<file path="src/rtl/idu_pkg.sv">
// rtl/idu_pkg.sv - RV32I decode constants, op/format enums and the decoded-entry record
package idu_pkg;

  localparam logic [6:0] OPC_R_ALU  = 7'b0110011;
  localparam logic [6:0] OPC_I_ALU  = 7'b0010011;
  localparam logic [6:0] OPC_LOAD   = 7'b0000011;
  localparam logic [6:0] OPC_STORE  = 7'b0100011;
  localparam logic [6:0] OPC_BRANCH = 7'b1100011;
  localparam logic [6:0] OPC_JAL    = 7'b1101111;
  localparam logic [6:0] OPC_JALR   = 7'b1100111;
  localparam logic [6:0] OPC_LUI    = 7'b0110111;
  localparam logic [6:0] OPC_AUIPC  = 7'b0010111;
  localparam logic [6:0] OPC_ENV    = 7'b1110011;

  typedef enum logic [5:0] {
    OP_ADD, OP_SUB, OP_SLL, OP_SLT, OP_SLTU, OP_XOR, OP_SRL, OP_SRA, OP_OR, OP_AND,
    OP_ADDI, OP_SLTI, OP_SLTIU, OP_XORI, OP_ORI, OP_ANDI, OP_SLLI, OP_SRLI, OP_SRAI,
    OP_LB, OP_LH, OP_LW, OP_LBU, OP_LHU,
    OP_SB, OP_SH, OP_SW,
    OP_BEQ, OP_BNE, OP_BLT, OP_BGE, OP_BLTU, OP_BGEU,
    OP_JAL, OP_JALR, OP_LUI, OP_AUIPC, OP_ECALL, OP_EBREAK,
    OP_ILLEGAL
  } op_e;

  typedef enum logic [2:0] {IMM_R, IMM_I, IMM_S, IMM_B, IMM_U, IMM_J} imm_fmt_e;

  // Width-independent part of a decoded entry; imm and pc travel alongside.
  typedef struct packed {
    op_e        op;
    logic [4:0] rd;
    logic [4:0] rs1;
    logic [4:0] rs2;
    logic       rd_we;
    logic       illegal;
  } dec_t;

endpackage

</file>
<file path="src/rtl/idu_decode.sv">
// rtl/idu_decode.sv - combinational RV32I decode: op, register fields, immediate, rd write enable
module idu_decode
  import idu_pkg::*;
#(
  parameter int XLEN = 32
) (
  input  logic [31:0]     inst_i,
  output dec_t            dec_o,
  output logic [XLEN-1:0] imm_o
);

  logic [6:0]  opcode;
  logic [2:0]  funct3;
  logic [6:0]  funct7;
  logic [4:0]  rd;
  logic [4:0]  rs1;
  op_e         op;
  imm_fmt_e    fmt;
  logic        writes;
  logic        illegal;
  logic [31:0] imm32;

  assign opcode = inst_i[6:0];
  assign funct3 = inst_i[14:12];
  assign funct7 = inst_i[31:25];
  assign rd     = inst_i[11:7];
  assign rs1    = inst_i[19:15];

  always_comb begin
    op     = OP_ILLEGAL;
    fmt    = IMM_R;
    writes = 1'b0;
    case (opcode)
      OPC_R_ALU: begin
        writes = 1'b1;
        case ({funct7, funct3})
          {7'h00, 3'h0}: op = OP_ADD;
          {7'h20, 3'h0}: op = OP_SUB;
          {7'h00, 3'h1}: op = OP_SLL;
          {7'h00, 3'h2}: op = OP_SLT;
          {7'h00, 3'h3}: op = OP_SLTU;
          {7'h00, 3'h4}: op = OP_XOR;
          {7'h00, 3'h5}: op = OP_SRL;
          {7'h20, 3'h5}: op = OP_SRA;
          {7'h00, 3'h6}: op = OP_OR;
          {7'h00, 3'h7}: op = OP_AND;
          default:       op = OP_ILLEGAL;
        endcase
      end
      OPC_I_ALU: begin
        fmt    = IMM_I;
        writes = 1'b1;
        case (funct3)
          3'h0: op = OP_ADDI;
          3'h2: op = OP_SLTI;
          3'h3: op = OP_SLTIU;
          3'h4: op = OP_XORI;
          3'h6: op = OP_ORI;
          3'h7: op = OP_ANDI;
          3'h1: op = (funct7 == 7'h00) ? OP_SLLI : OP_ILLEGAL;
          default: op = (funct7 == 7'h00) ? OP_SRLI :
                        (funct7 == 7'h20) ? OP_SRAI : OP_ILLEGAL;
        endcase
      end
      OPC_LOAD: begin
        fmt    = IMM_I;
        writes = 1'b1;
        case (funct3)
          3'h0: op = OP_LB;
          3'h1: op = OP_LH;
          3'h2: op = OP_LW;
          3'h4: op = OP_LBU;
          3'h5: op = OP_LHU;
          default: op = OP_ILLEGAL;
        endcase
      end
      OPC_STORE: begin
        fmt = IMM_S;
        case (funct3)
          3'h0: op = OP_SB;
          3'h1: op = OP_SH;
          3'h2: op = OP_SW;
          default: op = OP_ILLEGAL;
        endcase
      end
      OPC_BRANCH: begin
        fmt = IMM_B;
        case (funct3)
          3'h0: op = OP_BEQ;
          3'h1: op = OP_BNE;
          3'h4: op = OP_BLT;
          3'h5: op = OP_BGE;
          3'h6: op = OP_BLTU;
          3'h7: op = OP_BGEU;
          default: op = OP_ILLEGAL;
        endcase
      end
      OPC_JAL: begin
        fmt    = IMM_J;
        writes = 1'b1;
        op     = OP_JAL;
      end
      OPC_JALR: begin
        fmt    = IMM_I;
        writes = 1'b1;
        op     = (funct3 == 3'h0) ? OP_JALR : OP_ILLEGAL;
      end
      OPC_LUI: begin
        fmt    = IMM_U;
        writes = 1'b1;
        op     = OP_LUI;
      end
      OPC_AUIPC: begin
        fmt    = IMM_U;
        writes = 1'b1;
        op     = OP_AUIPC;
      end
      OPC_ENV: begin
        // Only the two exact encodings are legal: all fields zero except imm[0].
        if (funct3 == 3'h0 && rs1 == 5'd0 && rd == 5'd0 && inst_i[31:21] == 11'd0)
          op = inst_i[20] ? OP_EBREAK : OP_ECALL;
      end
      default: op = OP_ILLEGAL;
    endcase
    illegal = (op == OP_ILLEGAL) || (inst_i[1:0] != 2'b11);
    if (illegal) begin
      op     = OP_ILLEGAL;
      fmt    = IMM_R;
      writes = 1'b0;
    end
  end

  always_comb begin
    case (fmt)
      IMM_I:   imm32 = {{20{inst_i[31]}}, inst_i[31:20]};
      IMM_S:   imm32 = {{20{inst_i[31]}}, inst_i[31:25], inst_i[11:7]};
      IMM_B:   imm32 = {{19{inst_i[31]}}, inst_i[31], inst_i[7], inst_i[30:25], inst_i[11:8], 1'b0};
      IMM_U:   imm32 = {inst_i[31:12], 12'd0};
      IMM_J:   imm32 = {{11{inst_i[31]}}, inst_i[31], inst_i[19:12], inst_i[20], inst_i[30:21], 1'b0};
      default: imm32 = 32'd0;
    endcase
  end

  assign imm_o         = XLEN'($signed(imm32));
  assign dec_o.op      = op;
  assign dec_o.rd      = rd;
  assign dec_o.rs1     = rs1;
  assign dec_o.rs2     = inst_i[24:20];
  assign dec_o.rd_we   = writes && (rd != 5'd0);
  assign dec_o.illegal = illegal;

endmodule

</file>
<file path="src/rtl/idu_stage.sv">
// rtl/idu_stage.sv - registered decode stage: main output register plus one skid entry
module idu_stage
  import idu_pkg::*;
#(
  parameter int XLEN     = 32,
  parameter int OP_WIDTH = 6,
  parameter int NR_OP    = 40
) (
  input  logic                clk,
  input  logic                rst,
  input  logic                in_valid,
  output logic                in_ready,
  input  logic [31:0]         in_inst,
  input  logic [XLEN-1:0]     in_pc,
  input  logic                flush,
  output logic                out_valid,
  input  logic                out_ready,
  output logic [OP_WIDTH-1:0] out_op,
  output logic [4:0]          out_rd,
  output logic [4:0]          out_rs1,
  output logic [4:0]          out_rs2,
  output logic [XLEN-1:0]     out_imm,
  output logic [XLEN-1:0]     out_pc,
  output logic                out_rd_we,
  output logic                out_illegal
);

  if (XLEN != 32 && XLEN != 64) begin : g_bad_xlen
    $error("idu_stage: XLEN must be 32 or 64");
  end
  if (OP_WIDTH < $clog2(NR_OP)) begin : g_bad_op_width
    $error("idu_stage: OP_WIDTH too narrow for NR_OP");
  end

  dec_t            dec;
  logic [XLEN-1:0] dec_imm;

  idu_decode #(.XLEN(XLEN)) u_decode (
    .inst_i (in_inst),
    .dec_o  (dec),
    .imm_o  (dec_imm)
  );

  logic            main_valid_q, main_valid_d;
  logic            skid_valid_q, skid_valid_d;
  logic            ready_q, ready_d;
  dec_t            main_dec_q, main_dec_d, skid_dec_q, skid_dec_d;
  logic [XLEN-1:0] main_imm_q, main_imm_d, skid_imm_q, skid_imm_d;
  logic [XLEN-1:0] main_pc_q, main_pc_d, skid_pc_q, skid_pc_d;
  logic            accept;
  logic            drain;

  assign accept = in_valid && ready_q;
  assign drain  = main_valid_q && out_ready;

  always_comb begin
    main_valid_d = main_valid_q;
    skid_valid_d = skid_valid_q;
    main_dec_d   = main_dec_q;
    main_imm_d   = main_imm_q;
    main_pc_d    = main_pc_q;
    skid_dec_d   = skid_dec_q;
    skid_imm_d   = skid_imm_q;
    skid_pc_d    = skid_pc_q;
    if (flush) begin
      main_valid_d = 1'b0;
      skid_valid_d = 1'b0;
    end else if (skid_valid_q) begin
      // ready_q is low here, so the only event is the skid entry advancing.
      if (drain) begin
        main_dec_d   = skid_dec_q;
        main_imm_d   = skid_imm_q;
        main_pc_d    = skid_pc_q;
        skid_valid_d = 1'b0;
      end
    end else if (!main_valid_q || drain) begin
      main_valid_d = accept;
      if (accept) begin
        main_dec_d = dec;
        main_imm_d = dec_imm;
        main_pc_d  = in_pc;
      end
    end else if (accept) begin
      skid_valid_d = 1'b1;
      skid_dec_d   = dec;
      skid_imm_d   = dec_imm;
      skid_pc_d    = in_pc;
    end
    ready_d = !skid_valid_d;
  end

  always_ff @(posedge clk) begin
    if (rst) begin
      main_valid_q <= 1'b0;
      skid_valid_q <= 1'b0;
      ready_q      <= 1'b1;
      main_dec_q   <= '0;
      main_imm_q   <= '0;
      main_pc_q    <= '0;
      skid_dec_q   <= '0;
      skid_imm_q   <= '0;
      skid_pc_q    <= '0;
    end else begin
      main_valid_q <= main_valid_d;
      skid_valid_q <= skid_valid_d;
      ready_q      <= ready_d;
      main_dec_q   <= main_dec_d;
      main_imm_q   <= main_imm_d;
      main_pc_q    <= main_pc_d;
      skid_dec_q   <= skid_dec_d;
      skid_imm_q   <= skid_imm_d;
      skid_pc_q    <= skid_pc_d;
    end
  end

  assign in_ready    = ready_q;
  assign out_valid   = main_valid_q;
  assign out_op      = OP_WIDTH'(main_dec_q.op);
  assign out_rd      = main_dec_q.rd;
  assign out_rs1     = main_dec_q.rs1;
  assign out_rs2     = main_dec_q.rs2;
  assign out_imm     = main_imm_q;
  assign out_pc      = main_pc_q;
  assign out_rd_we   = main_dec_q.rd_we;
  assign out_illegal = main_dec_q.illegal;

endmodule
</file>
<file path="config.mk">
export PLATFORM = sky130hd
export DESIGN_NAME = idu_stage
export DESIGN_NICKNAME = d
export VERILOG_FILES = /design/src/rtl/idu_pkg.sv /design/src/rtl/idu_decode.sv /design/src/rtl/idu_stage.sv
export SDC_FILE = /design/constraint.sdc
export NUM_CORES = 1
export LEC_CHECK = 0
export BUFFER_PORTS_ARGS = -buffer_cell sky130_fd_sc_hd__buf_2
export CELL_PAD_IN_SITES_DETAIL_PLACEMENT = 1
export CELL_PAD_IN_SITES_GLOBAL_PLACEMENT = 1
export CORE_UTILIZATION = 40
export CTS_CLUSTER_DIAMETER = 60
export DETAILED_ROUTE_END_ITERATION = 8
export PLACE_DENSITY = 0.74
export RECOVER_POWER = 50
export SYNTH_ARGS = -nofsm -noshare
export SYNTH_HDL_FRONTEND = slang
export SYNTH_SLANG_ARGS = --single-unit
</file>
<file path="constraint.sdc">
create_clock -name clk -period 5.2 [get_ports clk]
set_input_delay 1.04 -clock clk [delete_from_list [all_inputs] [get_ports clk]]
set_output_delay 1.04 -clock clk [all_outputs]
set_load 0.05 [all_outputs]
</file>
==> impl_metrics.tcl, run 1 <==
set metrics [dict create \
    seqCellArea_um2 3550 \
    core_um2 20300 \
    arrival_ps 4130 \
    track_usage_pct 23.5 \
    dr.pass1.iters 5 \
    syn-num-nets 1077 \
    pin_count 158 \
    worstMarginPinSlew_ps 1750 \
    cts_setup_buffers 0 \
    rsz0062_at_grt "false" \
    start_util_pct 40.8 \
    grt_pass1_vias 7577 \
    drv_slew 224 \
    cts_root_buffer "clkbuf_16" \
    vdd_ir_drop_max_mv 0.201 \
    first_iter_violations 382 \
    viasPerCell 5.58 \
    p_sw_w 0.000972 \
    crit_path_end_kind "flip-flop" \
    ys_ff_latch 177 \
    hold_viol_final 0 \
    final_cell_mix "dfxtp_1 (176), nand2_1 (164), a21oi_1 (113), clkbuf_1 (89), nor2_1 (88)" \
    synthFlopType "dfxtp_1" \
    fmax_mhz 263 \
    drc 0 \
    row_count 52 \
    synth_edf_count 0 \
    htreeDepth 4 \
    ys_seq_area_share_pct 42.7 \
    grt_max_degree 82 \
    fillers 2519 \
    worstPathRequired_ps 5530 \
    wl_mm 24.9 \
    nets 1171 \
    async_reset_ff_share_pct 0 \
    p_per_area_nw_per_um2 331 \
    critPathCapture "out_imm[31]$_SDFFE_PP0P_" \
    vias 7722 \
    syn_area_per_cell_um2 8.22 \
    reg2reg_to "out_imm[0]$_SDFFE_PP0P_" \
    cts_buffer_depth 2 \
    violations "max-capacitance violations, max-slew violations" \
    cts.sinks 177 \
    tns_ps 0 \
    finalPower_w 0.00318 \
    rrSetupSlack_ps 1850 \
    drv_cap 3 \
    relSlewSlack_pct -16.7 \
    diodes 0 \
    combPwrFrac_pct 14.6 \
    dp_hpwl_mm 16.6 \
    ff2ff_path_depth 6 \
    cellInternalPower_w 0.00220 \
    fin_crit_sh_pct 73.1 \
    layout_commonest_cell "dfxtp_1" \
    antenna_found_initial 0 \
    syn_area_um2 8290 \
    crit_fanout 81 \
    dieArea_um2 21300 \
    numCtsBuffers 17 \
    final_antenna_net_count 0 \
    cts.clk_slew.worst_paths_ps 70 \
    status "finished with violations" \
    gp_congestion 0.886 \
    clkLatencyLatePin_ps 430 \
    io_buffers 157 \
    multi_input_area_um2 4320 \
    holdBufCountCts 0 \
    fp.dieH_um 146 \
    area_growth_pct 15.7 \
    grt-ovfl-total 0 \
    crit_path_start "rst" \
    wl_per_cell_um 18.0 \
    power_frac_seq_pct 45.1 \
    synth_cell_types 67 \
    syn-instance-count 1008 \
    setup_violations 0 \
    min_path_type "reg -> reg" \
    switching_share_pct 30.6 \
    die_x_um 146 \
    cp-start-kind "primary input" \
    grt_pass1_wl_mm 40.2 \
    yosysWarnings 0 \
    cellLeakagePower_nw 3.16 \
    worstSetupPathType "in -> reg" \
    cts_resized 0 \
    clkPwrFrac_pct 40.3 \
    min_period_ps 3800 \
    drive_gt1_share_pct 14.2 \
    r2r_start "skid_valid_q$_SDFF_PP0_" \
    skew_ps 7.48 \
    cts_tree "built" \
]
synthesized netlist by cell type (8+ instances only):
cell type	n	share of area, %
o21ai_0	38	2.3
clkbuf_1	68	3.1
a221oi_2	10	1.8
a21oi_1	113	6.8
nor2b_1	8	0.60
buf_1	15	0.68
nand3b_1	15	1.4
nand2b_1	9	0.68
nand3_1	9	0.54
nor3_1	21	1.3
a211oi_1	61	5.5
dfxtp_1	177	43
inv_1	16	0.72
nor2_1	88	4.0
a21oi_2	12	1.3
mux2i_1	48	5.8
a221oi_1	13	1.4
o21ai_2	10	1.1
nand2_1	164	7.4
metrics by stage:
stage / worst slack [ps] / std cells / instance area (µm²) / util, % / hold WS, ps
after CTS: 1760 / 1385 / 9720 / 47.9 / 456
after detailed placement: 1310 / 1353 / 9130 / 45.0 / 440
final: 1400 / 1385 / 9590 / 47.3 / 450
after floorplan: 2110 / 1008 / 8290 / - / 421
after global placement: 1420 / 1353 / 9130 / 45.0 / 428
after global routing: 1220 / 1385 / 9590 / 47.3 / 473
power groups by stage:
stage	Combinational, W	Clock, W	Sequential (W)
after floorplan	0.000190	0	0.00160
after global routing	0.000498	0.00137	0.00144
after detailed placement	0.000476	0	0.00146
final	0.000464	0.00128	0.00143
after global placement	0.000470	0	0.00146
after CTS	0.000477	0.00131	0.00143
worst max-delay path: stages:
cell and delay, ps:
clkbuf_2 1030, clkbuf_2 1450, o32ai_1 240, a41o_1 260
area by class of cell:
cell class / count / area share, %
clock buffer: 18 / 4.58
clock inverter: 14 / 1.54
inverter: 17 / 0.665
multi-input combinational: 722 / 45.0
sequential: 177 / 37.0
tap: 270 / 3.52
timing repair buffer: 167 / 7.73
state kept, by name (all words and copies together) (netlist names):
register      flops
out_imm          32
out_pc           32
skid_imm_q       32
skid_pc_q        32
skid_dec_q       23
out_op            6
out_rd            5
out_rs1           5
out_rs2           5
in_ready          1
out_illegal       1
out_rd_we         1
out_valid         1
skid_valid_q      1
kinds of logic after synthesis:
| family | Yosys count | share of synthesized area [%] |
|---|---|---|
| simple gates | 361 | 20.2 |
| compound gates | 309 | 25.6 |
| flops | 177 | 42.7 |
| buf+inv | 109 | 5.28 |
| mux | 48 | 5.80 |
| xor+xnor | 4 | 0.423 |
worst min-delay path by stage:
stage / cells after the start / endpoint / slack [ps] / startpoint
6_report: 2 / skid_imm_q[4]$_SDFFE_PP0P_ / 450 / skid_imm_q[4]$_SDFFE_PP0P_
5_1_grt: 2 / skid_pc_q[18]$_SDFFE_PP0P_ / 470 / skid_pc_q[18]$_SDFFE_PP0P_
4_1_cts: 2 / skid_dec_q[6]$_SDFFE_PP0P_ / 460 / skid_dec_q[6]$_SDFFE_PP0P_
3_5_place_dp: 2 / skid_dec_q[1]$_SDFFE_PP0P_ / 440 / skid_dec_q[1]$_SDFFE_PP0P_
3_3_place_gp: 2 / skid_imm_q[3]$_SDFFE_PP0P_ / 430 / skid_imm_q[3]$_SDFFE_PP0P_
2_1_floorplan: 2 / skid_imm_q[1]$_SDFFE_PP0P_ / 420 / skid_imm_q[1]$_SDFFE_PP0P_
routing by layer:
metal / GRT usage [%] / share of wire [%]
met3: 3.76 / 3.6
met1: 31.7 / 48
met4: 6.26 / 1.2
met2: 39.0 / 47
met5: 0 / 0
Note: power is estimated with default switching activity, not from simulation.
==> run 2, diff against run 1 <==
--- a/config.mk
+++ b/config.mk
@@ -8,10 +8,10 @@
 export BUFFER_PORTS_ARGS = -buffer_cell sky130_fd_sc_hd__buf_2
 export CELL_PAD_IN_SITES_DETAIL_PLACEMENT = 1
 export CELL_PAD_IN_SITES_GLOBAL_PLACEMENT = 1
-export CORE_UTILIZATION = 40
+export CORE_UTILIZATION = 37
 export CTS_CLUSTER_DIAMETER = 60
 export DETAILED_ROUTE_END_ITERATION = 8
-export PLACE_DENSITY = 0.74
+export PLACE_DENSITY = 0.72
 export RECOVER_POWER = 50
 export SYNTH_ARGS = -nofsm -noshare
 export SYNTH_HDL_FRONTEND = slang
==> constraint.sdc (replaced) <==
create_clock -name clk -period 3.25 [get_ports clk]
set_input_delay 0.65 -clock clk [delete_from_list [all_inputs] [get_ports clk]]
set_output_delay 0.65 -clock clk [all_outputs]
set_load 0.05 [all_outputs]
==> run 2 against run 1 <==
Effect of this change:
- the run now ends clean
- setup slack lost 1100 ps
- total power grew 61%
- clock-buffer cell count is the same
- critical path type unchanged
- largest cell class unchanged
==> impl_metrics.tcl, run 2 (synthesis results as in run 1) <==
set metrics [dict create \
    stdcell_area_um2 9880 \
    cts_buffer_depth 2 \
    antenna_found_initial 0 \
    dr.pass1.iters 4 \
    crit_fanout 14 \
    core_um2 21900 \
    grt_pass1_wl_mm 41.6 \
    min_path_type "in -> reg" \
    ff2ff_path_depth 6 \
    drc 0 \
    grt-ovfl-total 0 \
    cp-start-kind "primary input" \
    fp.dieH_um 152 \
    fmax_mhz 345 \
    setup_violations 0 \
    cellLeakagePower_nw 3.34 \
    clkLatencyLatePin_ps 440 \
    combPwrFrac_pct 15.1 \
    final_antenna_net_count 0 \
    worstSetupPathType "in -> reg" \
    dieArea_um2 23000 \
    vdd_ir_drop_max_mv 0.310 \
    io_buffers 157 \
    gp_congestion 0.878 \
    post_dp_cell_area_um2 9420 \
    vias 7876 \
    power_frac_seq_pct 44.8 \
    start_util_pct 37.9 \
    htreeDepth 4 \
    worstPathRequired_ps 3580 \
    cts.clk_slew.worst_paths_ps 80 \
    p_sw_w 0.00162 \
    viasPerCell 5.50 \
    diodes 0 \
    cts_resized 0 \
    skew_ps 11.1 \
    r2r_start "skid_valid_q$_SDFF_PP0_" \
    fillers 2726 \
    grt_pass1_vias 7926 \
    fin_crit_sh_pct 89.3 \
    drv_slew 0 \
    critPathCapture "skid_dec_q[1]$_SDFFE_PP0P_" \
    timing.hold.ws_ps 450 \
    finalWorstSetupSlack_ps 349 \
    drv_cap 0 \
    whs_path_depth 3 \
    rrSetupSlack_ps 950 \
    holdBufCountCts 0 \
    cts_root_buffer "clkbuf_16" \
    drive_gt1_share_pct 16.9 \
    numCtsBuffers 17 \
    die_x_um 152 \
    clkPwrFrac_pct 40.0 \
    relSlewSlack_pct 15.9 \
    tns_ps 0 \
    first_iter_violations 389 \
    status "complete, no violations" \
    worstMarginPinSlew_ps 1260 \
    cts.sinks 177 \
    arrival_ps 3230 \
    pin_count 158 \
    final_cell_mix "dfxtp_1 (176), nand2_1 (164), a21oi_1 (113), clkbuf_1 (90), nor2_1 (88)" \
    dp_hpwl_mm 18.2 \
    grt_max_degree 53 \
    finalPower_w 0.00510 \
    cellInternalPower_w 0.00349 \
    wl_mm 26.2 \
    reg2reg_to "out_rd_we$_SDFFE_PP0P_" \
    rsz0062_at_grt "false" \
    nets 1207 \
    cts_setup_buffers 0 \
    track_usage_pct 23.1 \
    row_count 54 \
    layout_commonest_cell "dfxtp_1" \
    hold_viol_final 0 \
    cts_tree "built" \
    crit_path_end_kind "flip-flop" \
    crit_path_start "in_inst[13]" \
    hp-start "in_pc[2]" \
    pre_cts_ws_ps 18.3 \
    wl_per_cell_um 18.3 \
    area_growth_pct 19.1 \
    switching_share_pct 31.7 \
    min_period_ps 2900 \
    p_per_area_nw_per_um2 517 \
]
-- run 2: changes by cell type in the layout (fill, tap and decap cells not counted), sizes merged --
cell,before,now
buf,74,111
clkinvlp,4,0
inv,23,26
clkinv,3,5
bufinv,1,0
clkbuf,111,110
-- run 2: worst min-delay path by stage --
stage / endpoint / slack [ps]
2_1_floorplan: skid_imm_q[1]$_SDFFE_PP0P_ / 420
3_3_place_gp: skid_imm_q[2]$_SDFFE_PP0P_ / 430
3_5_place_dp: skid_pc_q[11]$_SDFFE_PP0P_ / 450
4_1_cts: skid_pc_q[22]$_SDFFE_PP0P_ / 440
5_1_grt: skid_pc_q[26]$_SDFFE_PP0P_ / 440
6_report: skid_pc_q[2]$_SDFFE_PP0P_ / 450
-- run 2: worst max-delay path: stages --
cell	delay [ps]
buf_2	180
buf_4	200
nor2_1	420
a221oi_1	200
a2111oi_0	510
buf_4	200
a22oi_1	60
o2111a_2	450
o31ai_1	340
-- run 2: final cells by class --
cell class	count	area [µm²]	area share, %
multi-input cells	722	4320	43.7
flip-flops and latches	177	3550	35.9
repair buffers	203	1020	10.3
clock buffers	18	439	4.45
well taps	280	350	3.55
clock inverters	14	140	1.42
inverters	17	63.8	0.646
-- run 2: per-layer routing --
layer	vias up	share of wire, %	GRT usage, %
met5	-	0	0
met4	0	1.5	6.44
met3	30	4.1	4.10
met2	158	49	39.7
met1	3826	45	29.4
li1	3862	-	-
-- run 2: power by group through the flow --
stage,registers (W),clock network (W),logic (W)
2_1_floorplan,0.00257,0,0.000305
3_3_place_gp,0.00233,0,0.000784
3_5_place_dp,0.00234,0,0.000795
4_1_cts,0.00229,0.00208,0.000798
5_1_grt,0.00230,0.00218,0.000838
6_report,0.00229,0.00204,0.000773
-- run 2: stage by stage --
stage / utilization (%) / cells
after global routing: 45.1 / 1431
after detailed placement: 43.0 / 1399
after floorplan: - / 1008
final: 45.1 / 1431
after CTS: 45.7 / 1431
after global placement: 43.0 / 1399
==> run 3, diff against run 2 <==
==> constraint.sdc (replaced) <==
create_clock -name clk -period 2.45 [get_ports clk]
set_input_delay 0.49 -clock clk [delete_from_list [all_inputs] [get_ports clk]]
set_output_delay 0.49 -clock clk [all_outputs]
set_load 0.05 [all_outputs]
==> run 3 against run 2 <==
Effect of this change:
- core utilization rose by 2.9 points
- clock power rose by 38%
- highest routed layer unchanged
- clock skew rose by 5.5 ps
- die area did not move
- wire length rose by 2.0%
- critical endpoint is now out_imm[2]$_SDFFE_PP0P_
- final cell count rose by 4.7%
- sequential share of layout area fell by 2.2 points
- largest power group unchanged
==> impl_metrics.tcl, run 3 (synthesis results as in run 1) <==
set metrics [dict create \
    setup_violations 0 \
    worstPathRequired_ps 2810 \
    hold_viol_final 0 \
    gp_congestion 0.878 \
    relSlewSlack_pct 18.8 \
    clkLatencyLatePin_ps 430 \
    vdd_ir_drop_max_mv 0.353 \
    fin_crit_sh_pct 94.9 \
    grt_max_degree 121 \
    cts_tree "built" \
    critPathSlowestCell "o2111a_2" \
    status "complete, no violations" \
    dieArea_um2 23000 \
    core_um2 21900 \
    final_cell_mix "dfxtp_1 (177), nand2_1 (164), a21oi_1 (113), buf_4 (104), clkbuf_1 (90)" \
    drv_slew 0 \
    rsz0062_at_grt "false" \
    ff2ff_path_depth 5 \
    reg2reg_to "skid_pc_q[17]$_SDFFE_PP0P_" \
    critPathBufInv 3 \
    stdcell_area_um2 10500 \
    fmax_mhz 430 \
    cts_buffer_depth 2 \
    skew_ps 16.5 \
    row_count 54 \
    antenna_found_initial 0 \
    drc 0 \
    area_growth_pct 26.7 \
    pin_count 158 \
    vias 8123 \
    cp_slowest_stage_delay_ps 370 \
    start_util_pct 37.9 \
    diodes 0 \
    final_antenna_net_count 0 \
    layout_commonest_cell "dfxtp_1" \
    cellLeakagePower_nw 3.71 \
    nets 1275 \
    htreeDepth 4 \
    wl_per_cell_um 17.8 \
    drive_gt1_share_pct 21.5 \
    grt_pass1_wl_mm 41.4 \
    drv_cap 0 \
    viasPerCell 5.42 \
    worstSetupPathType "in -> reg" \
    track_usage_pct 23.0 \
    crit_path_end_kind "flip-flop" \
    cts.clk_slew.worst_paths_ps 80 \
    grt_pass1_vias 7927 \
    grt-ovfl-total 0 \
    dr.pass1.iters 5 \
    io_buffers 157 \
    post-route-util_pct 48.0 \
    numCtsBuffers 17 \
    cts.sinks 177 \
    path_delay_family "compound AO/OA/AOI/OAI gates" \
    die_x_um 152 \
    min_period_ps 2320 \
    crit_fanout 8 \
    arrival_ps 2680 \
    rrSetupSlack_ps 270 \
    hold_end "skid_pc_q[27]$_SDFFE_PP0P_" \
    post_dp_cell_area_um2 10000 \
    worstMarginPinSlew_ps 1220 \
    cts_root_buffer "clkbuf_16" \
    r2r_start "skid_valid_q$_SDFF_PP0_" \
    fp.dieH_um 152 \
    fillers 2716 \
    hp-start "in_pc[27]" \
    dp_hpwl_mm 18.6 \
    path_cells "buf_2 -> nor4_1 -> buf_4 -> nand4_1 -> or2_2 -> o31ai_1 -> a22oi_1 -> o2111a_2 -> buf_12 -> o21ai_2" \
    cp-start-kind "primary input" \
    first_iter_violations 387 \
    wl_mm 26.7 \
    min_path_type "in -> reg" \
    whs_path_depth 3 \
    p_per_area_nw_per_um2 663 \
]
run 3: cell count changes in the layout (fill, tap and decap cells not counted), moves of 2 or more:
cell and delta:
nor2_1 -2, nor2_2 +2, buf_4 +59, clkinv_4 -2, bufinv_16 +2, inv_8 -2
buf_12 +8, clkinvlp_4 +3
run 3: layout make-up:
class	instances	area, µm²	area share (%)
clock inverter	14	174	1.66
tap	280	350	3.33
multi-input combinational	722	4330	41.2
inverter	17	63.8	0.607
timing repair buffer	271	1620	15.5
clock buffer	17	425	4.05
sequential	177	3540	33.7
run 3: how the worst max path moves through the flow:
stage	start	end	slack, ps	cells after the start
final	in_inst[23]	out_imm[2]$_SDFFE_PP0P_	130	10
after CTS	in_inst[27]	out_imm[31]$_SDFFE_PP0P_	100	9
after floorplan	in_inst[27]	out_imm[0]$_SDFFE_PP0P_	-30	8
after detailed placement	in_inst[27]	out_imm[31]$_SDFFE_PP0P_	-330	9
after global placement	in_inst[12]	skid_imm_q[2]$_SDFFE_PP0P_	-290	11
after global routing	in_inst[27]	skid_dec_q[1]$_SDFFE_PP0P_	10	9
run 3: power by group:
part           total, W  switching, W  internal [W]
registers       0.00304     0.0000596       0.00298
logic           0.00111      0.000778      0.000334
clock network   0.00282       0.00128       0.00154
run 3: metal layers:
metal	vias up	part of all wire [%]	GRT usage (%)
met4	0	0.89	5.15
li1	3989	-	-
met5	-	0	0
met2	140	50	39.7
met3	15	3.0	3.14
met1	3979	46	30.2
run 3: tightest hold or removal path: stages:
cell and delay [ps]:
buf_2 100, nand2_1 50, a21oi_1 50
run 3: what timing repair did:
item / in CTS / in global routing
endpoints found under the setup margin: 0 / 8
buffers inserted: 0 / 0
hold buffers: 0 / 0
resized for setup: 0 / 2
run 3: metrics by stage:
| step | power, W | TNS (ps) | setup slack [ps] | hold slack [ps] | cells |
|---|---|---|---|---|---|
| floorplan | 0.00381 | -108 | -27.3 | 421 | 1008 |
| global route | 0.00724 | 0 | 13.1 | 292 | 1498 |
| detailed placement | 0.00424 | -15810 | -329 | 443 | 1467 |
| finish | 0.00697 | 0 | 126 | 298 | 1498 |
| global placement | 0.00422 | -14070 | -293 | 427 | 1467 |
| CTS | 0.00705 | 0 | 98.7 | 289 | 1498 |
